File: src/rtl/memory_arbiter_if.sv
// memory_arbiter_if
//   Bundles the two requester ports (core "c_*", debug/loader "d_*"), the
//   single synchronous memory port ("mem_*") and the arbiter status outputs.
//
//   Modports:
//     slave  - the arbiter: consumes requests and mem_rdata, produces grants,
//              responses, the memory strobes and busy/owner.
//     master - the environment (core, debug port, memory): the mirror image.
//
//   Requester signals (per port x in {c, d}):
//     x_req, x_we, x_addr, x_wstrb, x_wdata   request and payload
//     x_gnt                                   one-cycle accept pulse
//     x_rvalid, x_rdata                       one-cycle response, read data
//   Memory signals:
//     mem_en, mem_we, mem_addr, mem_wstrb, mem_wdata, mem_rdata
//   Status:
//     busy   transaction in flight
//     owner  0 = core, 1 = debug; port of current or last transaction
interface memory_arbiter_if #(
  parameter int ADDR_WIDTH = 32,
  parameter int DATA_WIDTH = 32
);
  localparam int STRB_WIDTH = DATA_WIDTH / 8;

  logic                  c_req;
  logic                  c_we;
  logic [ADDR_WIDTH-1:0] c_addr;
  logic [STRB_WIDTH-1:0] c_wstrb;
  logic [DATA_WIDTH-1:0] c_wdata;
  logic                  c_gnt;
  logic                  c_rvalid;
  logic [DATA_WIDTH-1:0] c_rdata;

  logic                  d_req;
  logic                  d_we;
  logic [ADDR_WIDTH-1:0] d_addr;
  logic [STRB_WIDTH-1:0] d_wstrb;
  logic [DATA_WIDTH-1:0] d_wdata;
  logic                  d_gnt;
  logic                  d_rvalid;
  logic [DATA_WIDTH-1:0] d_rdata;

  logic                  mem_en;
  logic                  mem_we;
  logic [ADDR_WIDTH-1:0] mem_addr;
  logic [STRB_WIDTH-1:0] mem_wstrb;
  logic [DATA_WIDTH-1:0] mem_wdata;
  logic [DATA_WIDTH-1:0] mem_rdata;

  logic                  busy;
  logic                  owner;

  modport slave (
    input  c_req, c_we, c_addr, c_wstrb, c_wdata,
    output c_gnt, c_rvalid, c_rdata,
    input  d_req, d_we, d_addr, d_wstrb, d_wdata,
    output d_gnt, d_rvalid, d_rdata,
    output mem_en, mem_we, mem_addr, mem_wstrb, mem_wdata,
    input  mem_rdata,
    output busy, owner
  );

  modport master (
    output c_req, c_we, c_addr, c_wstrb, c_wdata,
    input  c_gnt, c_rvalid, c_rdata,
    output d_req, d_we, d_addr, d_wstrb, d_wdata,
    input  d_gnt, d_rvalid, d_rdata,
    input  mem_en, mem_we, mem_addr, mem_wstrb, mem_wdata,
    output mem_rdata,
    input  busy, owner
  );
endinterface

File: src/rtl/memory_arbiter.sv
// memory_arbiter
//   Shares one unified instruction/data memory between the core and the
//   debug/loader port. Every access runs IDLE -> ACCESS -> RESPOND; a new
//   request seen in RESPOND goes straight back to ACCESS, so back-to-back
//   traffic sustains one access every two cycles. Ties are broken
//   round-robin against the port granted last.
//
//   Ports:
//     clk    sole clock, rising edge
//     reset  asynchronous, active-low
//     bus    memory_arbiter_if.slave: both requester ports, memory port,
//            busy/owner status
module memory_arbiter #(
  parameter int ADDR_WIDTH = 32,
  parameter int DATA_WIDTH = 32
) (
  input  logic              clk,
  input  logic              reset,
  memory_arbiter_if.slave   bus
);
  localparam int STRB_WIDTH = DATA_WIDTH / 8;
  // Memory is word addressed; the two low byte-address bits are dropped.
  localparam logic [ADDR_WIDTH-1:0] ADDR_MASK = ~ADDR_WIDTH'(3);

  typedef enum logic [1:0] {
    IDLE,
    ACCESS,
    RESPOND
  } state_t;

  state_t state;
  state_t state_nx;

  // last_grant: 1 = debug was granted most recently.
  logic                  last_grant;
  logic                  owner_q;
  logic                  lat_we;
  logic [ADDR_WIDTH-1:0] lat_addr;
  logic [STRB_WIDTH-1:0] lat_wstrb;
  logic [DATA_WIDTH-1:0] lat_wdata;

  logic any_req;
  logic pick_dbg;
  logic can_arb;
  logic take;

  // Requests are only looked at in IDLE and RESPOND; anything raised during
  // ACCESS is invisible unless still held into RESPOND.
  assign any_req  = bus.c_req | bus.d_req;
  assign pick_dbg = (bus.c_req & bus.d_req) ? ~last_grant : bus.d_req;
  assign can_arb  = (state == IDLE) || (state == RESPOND);
  assign take     = can_arb & any_req;

  assign bus.owner = owner_q;

  always_ff @(posedge clk or negedge reset) begin
    if (!reset) begin
      state <= IDLE;
    end else begin
      state <= state_nx;
    end
  end

  // Reset leaves last_grant on debug so the core wins the first tie.
  always_ff @(posedge clk or negedge reset) begin
    if (!reset) begin
      last_grant <= 1'b1;
      owner_q    <= 1'b0;
      lat_we     <= 1'b0;
      lat_addr   <= '0;
      lat_wstrb  <= '0;
      lat_wdata  <= '0;
    end else if (take) begin
      last_grant <= pick_dbg;
      owner_q    <= pick_dbg;
      lat_we     <= pick_dbg ? bus.d_we    : bus.c_we;
      lat_addr   <= pick_dbg ? bus.d_addr  : bus.c_addr;
      lat_wstrb  <= pick_dbg ? bus.d_wstrb : bus.c_wstrb;
      lat_wdata  <= pick_dbg ? bus.d_wdata : bus.c_wdata;
    end
  end

  // All outputs are decoded from the registered state, so an asynchronous
  // reset clears them at once and a pending memory write is never issued.
  always_comb begin
    state_nx      = state;
    bus.c_gnt     = 1'b0;
    bus.c_rvalid  = 1'b0;
    bus.c_rdata   = '0;
    bus.d_gnt     = 1'b0;
    bus.d_rvalid  = 1'b0;
    bus.d_rdata   = '0;
    bus.mem_en    = 1'b0;
    bus.mem_we    = 1'b0;
    bus.mem_addr  = '0;
    bus.mem_wstrb = '0;
    bus.mem_wdata = '0;
    bus.busy      = 1'b0;

    case (state)
      IDLE: begin
        if (take) begin
          state_nx = ACCESS;
        end
      end

      ACCESS: begin
        bus.busy      = 1'b1;
        bus.mem_en    = 1'b1;
        bus.mem_we    = lat_we;
        bus.mem_addr  = lat_addr & ADDR_MASK;
        bus.mem_wstrb = lat_wstrb;
        bus.mem_wdata = lat_wdata;
        bus.c_gnt     = ~owner_q;
        bus.d_gnt     = owner_q;
        state_nx      = RESPOND;
      end

      RESPOND: begin
        bus.busy = 1'b1;
        // Write acknowledges carry zero data.
        if (owner_q) begin
          bus.d_rvalid = 1'b1;
          bus.d_rdata  = lat_we ? '0 : bus.mem_rdata;
        end else begin
          bus.c_rvalid = 1'b1;
          bus.c_rdata  = lat_we ? '0 : bus.mem_rdata;
        end
        state_nx = take ? ACCESS : IDLE;
      end

      default: begin
        state_nx = IDLE;
      end
    endcase
  end
endmodule

File: src/flat_wrapper.sv
// flat-port wrapper written by rule: the top's interface ports become plain ports
module memory_arbiter_flat 
#(
  parameter int ADDR_WIDTH = 32,
  parameter int DATA_WIDTH = 32
)
  (clk, reset, bus_c_req, bus_c_we, bus_c_addr, bus_c_wstrb, bus_c_wdata, bus_c_gnt, bus_c_rvalid, bus_c_rdata, bus_d_req, bus_d_we, bus_d_addr, bus_d_wstrb, bus_d_wdata, bus_d_gnt, bus_d_rvalid, bus_d_rdata, bus_mem_en, bus_mem_we, bus_mem_addr, bus_mem_wstrb, bus_mem_wdata, bus_mem_rdata, bus_busy, bus_owner);
  memory_arbiter_if #(.ADDR_WIDTH(ADDR_WIDTH), .DATA_WIDTH(DATA_WIDTH)) bus_i ();
  input  logic clk;
  input  logic reset;
  input wire logic [$bits(bus_i.c_req)-1:0] bus_c_req;
  input wire logic [$bits(bus_i.c_we)-1:0] bus_c_we;
  input wire logic [$bits(bus_i.c_addr)-1:0] bus_c_addr;
  input wire logic [$bits(bus_i.c_wstrb)-1:0] bus_c_wstrb;
  input wire logic [$bits(bus_i.c_wdata)-1:0] bus_c_wdata;
  output wire logic [$bits(bus_i.c_gnt)-1:0] bus_c_gnt;
  output wire logic [$bits(bus_i.c_rvalid)-1:0] bus_c_rvalid;
  output wire logic [$bits(bus_i.c_rdata)-1:0] bus_c_rdata;
  input wire logic [$bits(bus_i.d_req)-1:0] bus_d_req;
  input wire logic [$bits(bus_i.d_we)-1:0] bus_d_we;
  input wire logic [$bits(bus_i.d_addr)-1:0] bus_d_addr;
  input wire logic [$bits(bus_i.d_wstrb)-1:0] bus_d_wstrb;
  input wire logic [$bits(bus_i.d_wdata)-1:0] bus_d_wdata;
  output wire logic [$bits(bus_i.d_gnt)-1:0] bus_d_gnt;
  output wire logic [$bits(bus_i.d_rvalid)-1:0] bus_d_rvalid;
  output wire logic [$bits(bus_i.d_rdata)-1:0] bus_d_rdata;
  output wire logic [$bits(bus_i.mem_en)-1:0] bus_mem_en;
  output wire logic [$bits(bus_i.mem_we)-1:0] bus_mem_we;
  output wire logic [$bits(bus_i.mem_addr)-1:0] bus_mem_addr;
  output wire logic [$bits(bus_i.mem_wstrb)-1:0] bus_mem_wstrb;
  output wire logic [$bits(bus_i.mem_wdata)-1:0] bus_mem_wdata;
  input wire logic [$bits(bus_i.mem_rdata)-1:0] bus_mem_rdata;
  output wire logic [$bits(bus_i.busy)-1:0] bus_busy;
  output wire logic [$bits(bus_i.owner)-1:0] bus_owner;
  assign bus_i.c_req = bus_c_req;
  assign bus_i.c_we = bus_c_we;
  assign bus_i.c_addr = bus_c_addr;
  assign bus_i.c_wstrb = bus_c_wstrb;
  assign bus_i.c_wdata = bus_c_wdata;
  assign bus_c_gnt = bus_i.c_gnt;
  assign bus_c_rvalid = bus_i.c_rvalid;
  assign bus_c_rdata = bus_i.c_rdata;
  assign bus_i.d_req = bus_d_req;
  assign bus_i.d_we = bus_d_we;
  assign bus_i.d_addr = bus_d_addr;
  assign bus_i.d_wstrb = bus_d_wstrb;
  assign bus_i.d_wdata = bus_d_wdata;
  assign bus_d_gnt = bus_i.d_gnt;
  assign bus_d_rvalid = bus_i.d_rvalid;
  assign bus_d_rdata = bus_i.d_rdata;
  assign bus_mem_en = bus_i.mem_en;
  assign bus_mem_we = bus_i.mem_we;
  assign bus_mem_addr = bus_i.mem_addr;
  assign bus_mem_wstrb = bus_i.mem_wstrb;
  assign bus_mem_wdata = bus_i.mem_wdata;
  assign bus_i.mem_rdata = bus_mem_rdata;
  assign bus_busy = bus_i.busy;
  assign bus_owner = bus_i.owner;
  memory_arbiter #(.ADDR_WIDTH(ADDR_WIDTH), .DATA_WIDTH(DATA_WIDTH)) u_core (.clk(clk), .reset(reset), .bus(bus_i));
endmodule
File: config.mk
export PLATFORM = sky130hd
export DESIGN_NAME = memory_arbiter_flat
export DESIGN_NICKNAME = d
export VERILOG_FILES = /design/src/rtl/memory_arbiter_if.sv /design/src/rtl/memory_arbiter.sv /design/src/flat_wrapper.sv
export SDC_FILE = /design/constraint.sdc
export NUM_CORES = 1
export LEC_CHECK = 0
export ABC_AREA = 0
export BUFFER_PORTS_ARGS = -buffer_cell sky130_fd_sc_hd__buf_2
export CAP_MARGIN = 20
export CORE_AREA = 2 2 122 124
export DETAILED_ROUTE_END_ITERATION = 6
export DIE_AREA = 0 0 124 126
export HOLD_SLACK_MARGIN = 0.15
export PLACE_DENSITY = 0.66
export SYNTH_ARGS = -nofsm -noshare
export SYNTH_HDL_FRONTEND = slang
export SYNTH_SLANG_ARGS = --single-unit
File: constraint.sdc
create_clock -name clk -period 2.3 [get_ports clk]
set_input_delay 0 -clock clk [delete_from_list [all_inputs] [get_ports clk]]
set_output_delay 0 -clock clk [all_outputs]
set_load 0.01 [all_outputs]
==> flow_metrics.env, run 1 <==
export IMPL_synthCells=578
export IMPL_clk_insertion_delay_late_ns=0.34
export IMPL_die_y_um=126
export IMPL_drive_gt1_frac=0.3798
export IMPL_path_class="flip-flop to flip-flop"
export IMPL_fmax_mhz=447.0
export IMPL_finalSetupTns_ns=0
export IMPL_clock_skew_ns=0.01129
export IMPL_die_width_um=124
export IMPL_path_max_fanout=6
export IMPL_fin_hold_ws_ns=0.1530
export IMPL_slowest_delay_ns=0.56
export IMPL_port_buffers=307
export IMPL_nets=1185
export IMPL_hpwl_mm=10.70
export IMPL_grt_max_degree=48
export IMPL_core_area_um2=14310
export IMPL_worst_path_most_repeated_cell="a21oi_1"
export IMPL_antenna_found_initial=1
export IMPL_drt_iter0_markers=356
export IMPL_grt_usage=0.2150
export IMPL_htreeDepth=3
export IMPL_fin_area_um2=7875
export IMPL_cellPowerDensity_nw_per_um2=1233
export IMPL_slew_headroom=0.4798
export IMPL_vias=5595
export IMPL_fillerInstances=1289
export IMPL_final_hold_viol_count=0
export IMPL_r2r_slack_ns=0.06
export IMPL_drc=0
export IMPL_gp_congestion=0.7986
export IMPL_ios=314
export IMPL_drtAntennaViolNets=0
export IMPL_r2r_start="u_core.state[0]$_DFFE_PN0P_"
export IMPL_avgRoutedWirePerCell_um=14.98
export IMPL_cp_slowest_cell="dlygate4sd3_1"
export IMPL_grt_first_pass_wirelength_mm=26.19
export IMPL_first_pass_iters=4
export IMPL_cts_buffers=9
export IMPL_syn_to_final_growth_pct=78.45
export IMPL_setup_viol=0
export IMPL_initial_utilization=0.3083
export IMPL_post_route_period_util=0.9726
export IMPL_dieArea_um2=15620
export IMPL_seq_area_frac_synth=0.4029
export IMPL_cts_root_buf="clkbuf_16"
export IMPL_crit_required_ns=2.58
export IMPL_cts_sinks=71
export IMPL_r2r_end="u_core.lat_addr[24]$_DFFE_PN0P_"
export IMPL_grt_pass1_vias=5281
export IMPL_drv_cap=0
export IMPL_syn_cell_area_um2=4413
export IMPL_cp_end_kind="flip-flop"
export IMPL_grt_overflow_total=0
export IMPL_path_cells="inv_1, ha_1, o22ai_4, buf_12, clkbuf_16, a21oi_1, a21oi_1, dlygate4sd3_1"
export IMPL_worst_pin_slew_ns=0.7803
export IMPL_ir_worst_vdd_v=0.0007924
export IMPL_cp_start_kind="flip-flop"
export IMPL_drv_slew=0
export IMPL_status="complete, no violations"
export IMPL_ys_ff_latch=71
export IMPL_place_area_um2=6087
export IMPL_avgSynthCellArea_um2=7.635
export IMPL_vias_per_cell=4.678
export IMPL_synth_cell_type_count=26
export IMPL_clk_path_buf_depth=2
export IMPL_wirelength_mm=17.91
export IMPL_critical_path_arrival_ns=2.51
export IMPL_ys_warn_count=0
export IMPL_final_core_util=0.5502
export IMPL_p_leak_nw=3.980
export IMPL_r2r_cells=8
export IMPL_period_minus_slack_ns=2.237
export IMPL_hp_class="input pin to async pin"
export IMPL_row_count=44
export IMPL_clkSlewWorstSetupHoldPaths_ns=0.06
export IMPL_tritoncts="built"
## flip-flops by register name (all words and copies together), names as in the netlist
name and count:
u_core.lat_addr 30, u_core.state 2, u_core.bus.owner 1, u_core.lat_wstrb 4
u_core.lat_we 1, u_core.last_grant 1, u_core.lat_wdata 32
## how the worst max path moves through the flow
stage                                     start                          endpoint  cells past startpoint
global placement    u_core.state[0]$_DFFE_PN0P_  u_core.lat_wdata[15]$_DFFE_PN0P_                      6
finish              u_core.state[0]$_DFFE_PN0P_   u_core.lat_addr[24]$_DFFE_PN0P_                      8
detailed placement  u_core.state[0]$_DFFE_PN0P_  u_core.lat_wdata[16]$_DFFE_PN0P_                      6
floorplan           u_core.state[0]$_DFFE_PN0P_   u_core.lat_addr[18]$_DFFE_PN0P_                      7
CTS                 u_core.state[0]$_DFFE_PN0P_   u_core.lat_wdata[4]$_DFFE_PN0P_                      7
global route        u_core.state[0]$_DFFE_PN0P_    u_core.lat_addr[8]$_DFFE_PN0P_                      8
## repair_timing
action | in CTS | in global routing
hold buffers | 136 | 0
gates resized for setup | 0 | 4
setup endpoints to repair | 0 | 19
endpoints found under the hold margin | 138 | 0
buffers inserted | 0 | 2
## layout make-up
cell class	instances	area, um^2	share of cell area
diodes	1	2.502	0.0003178
clock inverters	5	41.29	0.005243
inverters	4	15.01	0.001907
well taps	184	230.2	0.02923
flip-flops and latches	71	1778	0.2258
repair buffers	464	3193	0.4055
multi-input cells	456	2372	0.3012
clock buffers	11	242.7	0.03082
## per-layer routing
metal,vias to the layer above,track usage,wire length [um]
met2,252,0.3956,9350
met4,0,0.08790,544
li1,2702,-,-
met5,-,0,0
met3,35,0.04801,1457
met1,2606,0.2342,6560
## kinds of logic (layout without fill, tap and decap cells)
logic type	count (synthesis)	count (layout)	synth area share
compound gates	143	143	0.1971
mux	1	1	0.002552
other cells	1	3	0.0008498
flops	71	71	0.4029
fa+ha+maj	5	5	0.01418
buf+inv	52	484	0.06521
simple gates	305	305	0.3173
## cells in the final DEF, fill, tap and decap left out, types with 2 or more instances in the layout
cell type / n
nor2_1: 132
a21oi_2: 30
conb_1: 2
ha_1: 3
clkbuf_16: 12
a21oi_1: 104
nand2b_1: 33
buf_4: 11
o21ai_2: 2
dlygate4sd3_1: 136
nand2_1: 71
clkinv_4: 2
and2_1: 68
dfrtp_1: 70
inv_1: 4
buf_12: 6
clkinvlp_4: 2
buf_2: 306
ha_2: 2
buf_6: 2
## metrics by stage
stage,power [mW],cells,setup slack [ns]
floorplan,5.082,579,0.7708
global placement,6.579,1036,0.6573
detailed placement,6.642,1036,0.5957
CTS,9.272,1188,0.06057
global route,10.47,1196,-0.00008349
finish,9.708,1196,0.06300
## report_power, final
part	total [mW]	internal (mW)	switching, mW	leakage, nW
clock network	1.33	0.767	0.564	0.132
registers	2.29	1.90	0.389	0.801
logic	6.08	3.13	2.95	3.05
## critical path, delay by kind of cell (launching register included)
family	cells	cell delay [ns]
adder cells (fa/ha/maj)	1	0.28
flip-flops	1	0.39
buffers and inverters	4	0.96
AO/OA/AOI/OAI	3	0.54
## Yosys cell counts
cell,count,area share
nand2_1,71,0.060
buf_8,2,0.0068
o21ba_2,1,0.0023
o21ai_2,2,0.0040
nor2b_1,1,0.0014
a21bo_2,1,0.0023
a21o_1,1,0.0017
mux2_2,1,0.0026
o22ai_2,1,0.0028
ha_1,5,0.014
conb_1,1,0.00085
and2_1,68,0.096
o22a_1,1,0.0020
inv_1,4,0.0034
buf_6,4,0.010
a21boi_2,1,0.0026
a21oi_1,104,0.12
dfstp_2,1,0.0060
a22o_1,1,0.0020
clkbuf_1,20,0.017
dfrtp_1,70,0.40
a21oi_2,30,0.060
nor2_1,132,0.11
buf_2,17,0.019
nand2b_1,33,0.047
buf_4,5,0.0085
(Power assumes the default switching activity.)
==> inputs of run 2 (changes only) <==
Settings changed: CTS_BUF_LIST from default to sky130_fd_sc_hd__clkbuf_8.
==> flow_metrics.env, run 2 (synthesis gave the netlist of run 1 again) <==
export IMPL_drtAntennaViolNets=0
export IMPL_fillerInstances=1301
export IMPL_critical_path_arrival_ns=2.56
export IMPL_fin_area_um2=7835
export IMPL_grt_max_degree=48
export IMPL_power_frac_seq=0.244
export IMPL_path_class="flip-flop to flip-flop"
export IMPL_slew_headroom=0.4755
export IMPL_intPower_mw=5.497
export IMPL_power_total_mw=9.380
export IMPL_r2r_slack_ns=0.04
export IMPL_ir_worst_vdd_v=0.0007306
export IMPL_largest_reg_flops=32
export IMPL_vias=5640
export IMPL_cp_end_kind="flip-flop"
export IMPL_clock_skew_ns=0.01739
export IMPL_tritoncts="built"
export IMPL_hp_class="input pin to primary output"
export IMPL_p_leak_nw=3.967
export IMPL_row_count=44
export IMPL_drc=0
export IMPL_place_area_um2=6087
export IMPL_grt_usage=0.2152
export IMPL_clk_path_buf_depth=2
export IMPL_top_register="u_core.lat_wdata"
export IMPL_layout_commonest_cell="buf_2"
export IMPL_path_max_fanout=6
export IMPL_htreeDepth=3
export IMPL_post_route_period_util=0.9842
export IMPL_period_minus_slack_ns=2.264
export IMPL_nets=1190
export IMPL_initial_utilization=0.3083
export IMPL_regArea_um2=1778
export IMPL_worst_pin_slew_ns=0.7867
export IMPL_grt_pass1_vias=5306
export IMPL_grt_overflow_total=0
export IMPL_gp_congestion=0.7986
export IMPL_p_comb_frac=0.655
export IMPL_final_cell_mix="buf_2, dlygate4sd3_1, nor2_1, a21oi_1, nand2_1"
export IMPL_drt_iter0_markers=336
export IMPL_cts_root_buf="clkbuf_8"
export IMPL_core_area_um2=14310
export IMPL_fin_cells=1201
export IMPL_first_pass_iters=4
export IMPL_cts_buffers=9
export IMPL_die_y_um=126
export IMPL_die_width_um=124
export IMPL_cellPowerDensity_nw_per_um2=1197
export IMPL_avgRoutedWirePerCell_um=15.15
export IMPL_ios=314
export IMPL_crit_required_ns=2.60
export IMPL_grt_first_pass_wirelength_mm=26.35
export IMPL_syn_to_final_growth_pct=77.54
export IMPL_clk_insertion_delay_late_ns=0.36
export IMPL_finalSetupTns_ns=0
export IMPL_drv_slew=0
export IMPL_wirelength_mm=18.20
export IMPL_vias_per_cell=4.696
export IMPL_setup_slack_ns=0.03631
export IMPL_dieArea_um2=15620
export IMPL_drive_gt1_frac=0.3789
export IMPL_cp_start_kind="flip-flop"
export IMPL_pre_cts_slack_ns=0.5957
export IMPL_multiInputGateArea_um2=2372
export IMPL_cts_sinks=71
export IMPL_antenna_found_initial=1
export IMPL_setup_viol=0
export IMPL_dp_cells=1036
export IMPL_hold_path_depth=4
export IMPL_final_hold_viol_count=0
export IMPL_hpwl_mm=10.70
export IMPL_switching_power_mw=3.883
export IMPL_r2r_cells=8
export IMPL_status="complete, no violations"
export IMPL_swShare=0.4140
export IMPL_drv_cap=0
export IMPL_fmax_mhz=441.8
export IMPL_power_frac_clock=0.101
export IMPL_clkSlewWorstSetupHoldPaths_ns=0.08
export IMPL_reg_top3="u_core.lat_wdata (32), u_core.lat_addr (30), u_core.lat_wstrb (4)"
export IMPL_port_buffers=307
==> run 2: cell count changes in the layout (fill, tap and decap cells not counted), sizes merged <==
cell,change
dlygate4sd3,+4
inv,+1
==> run 2: power by group through the flow <==
stage / sequential, mW / combinational (mW) / clock [mW]
finish: 2.29 / 6.14 / 0.947
global route: 2.36 / 6.72 / 1.04
CTS: 2.28 / 5.62 / 0.980
detailed placement: 2.31 / 4.33 / 0
global placement: 2.28 / 4.30 / 0
floorplan: 2.15 / 2.93 / 0
==> run 2: through the flow <==
step / hold WS [ns] / util
CTS: 0.3323 / 0.5359
floorplan: -0.2956 / -
global route: 0.3532 / 0.5474
detailed placement: -0.005234 / 0.4253
finish: 0.3295 / 0.5474
global placement: 0.0002295 / 0.4253
==> run 2: final cells by class <==
class | count | area share
repair buffers | 469 | 0.4154
inverters | 4 | 0.001916
well taps | 184 | 0.02938
diodes | 1 | 0.0003194
clock buffers | 10 | 0.01757
multi-input cells | 456 | 0.3028
flip-flops and latches | 71 | 0.2269
clock inverters | 6 | 0.005749
==> run 2: layer usage <==
layer,GRT usage,wire length [um],part of all wire
met1,0.2365,6642,0.36
met2,0.3969,9545,0.52
met3,0.04620,1468,0.081
met4,0.08394,544,0.030
met5,0,0,0
==> run 2: worst max-delay path, cell delays in order (launching register included) <==
cell and delay [ns]:
dfrtp_1 0.40, inv_1 0.08, ha_1 0.28, o22ai_4 0.30
buf_12 0.17, clkbuf_16 0.16, a21oi_1 0.06, a21oi_1 0.20
dlygate4sd3_1 0.56
==> run 2: repair_timing <==
item	4_1_cts	5_1_grt
hold buffers	140	0
buffers inserted	0	3
hold endpoints to repair	139	0
resized for setup	0	4
endpoints found under the setup margin	0	20
==> run 2: path summary, 6_finish.rpt <==
| check | from | end |
|---|---|---|
| max | u_core.state[0]$_DFFE_PN0P_ | u_core.lat_addr[24]$_DFFE_PN0P_ |
| min | bus_mem_rdata[19] | bus_c_rdata[19] |
| max reg2reg | u_core.state[0]$_DFFE_PN0P_ | u_core.lat_addr[24]$_DFFE_PN0P_ |
| min reg2reg | u_core.last_grant$_DFFE_PN1P_ | u_core.last_grant$_DFFE_PN1P_ |
| max in group asynchronous | reset | u_core.lat_addr[12]$_DFFE_PN0P_ |
| min in group asynchronous | reset | u_core.lat_addr[15]$_DFFE_PN0P_ |
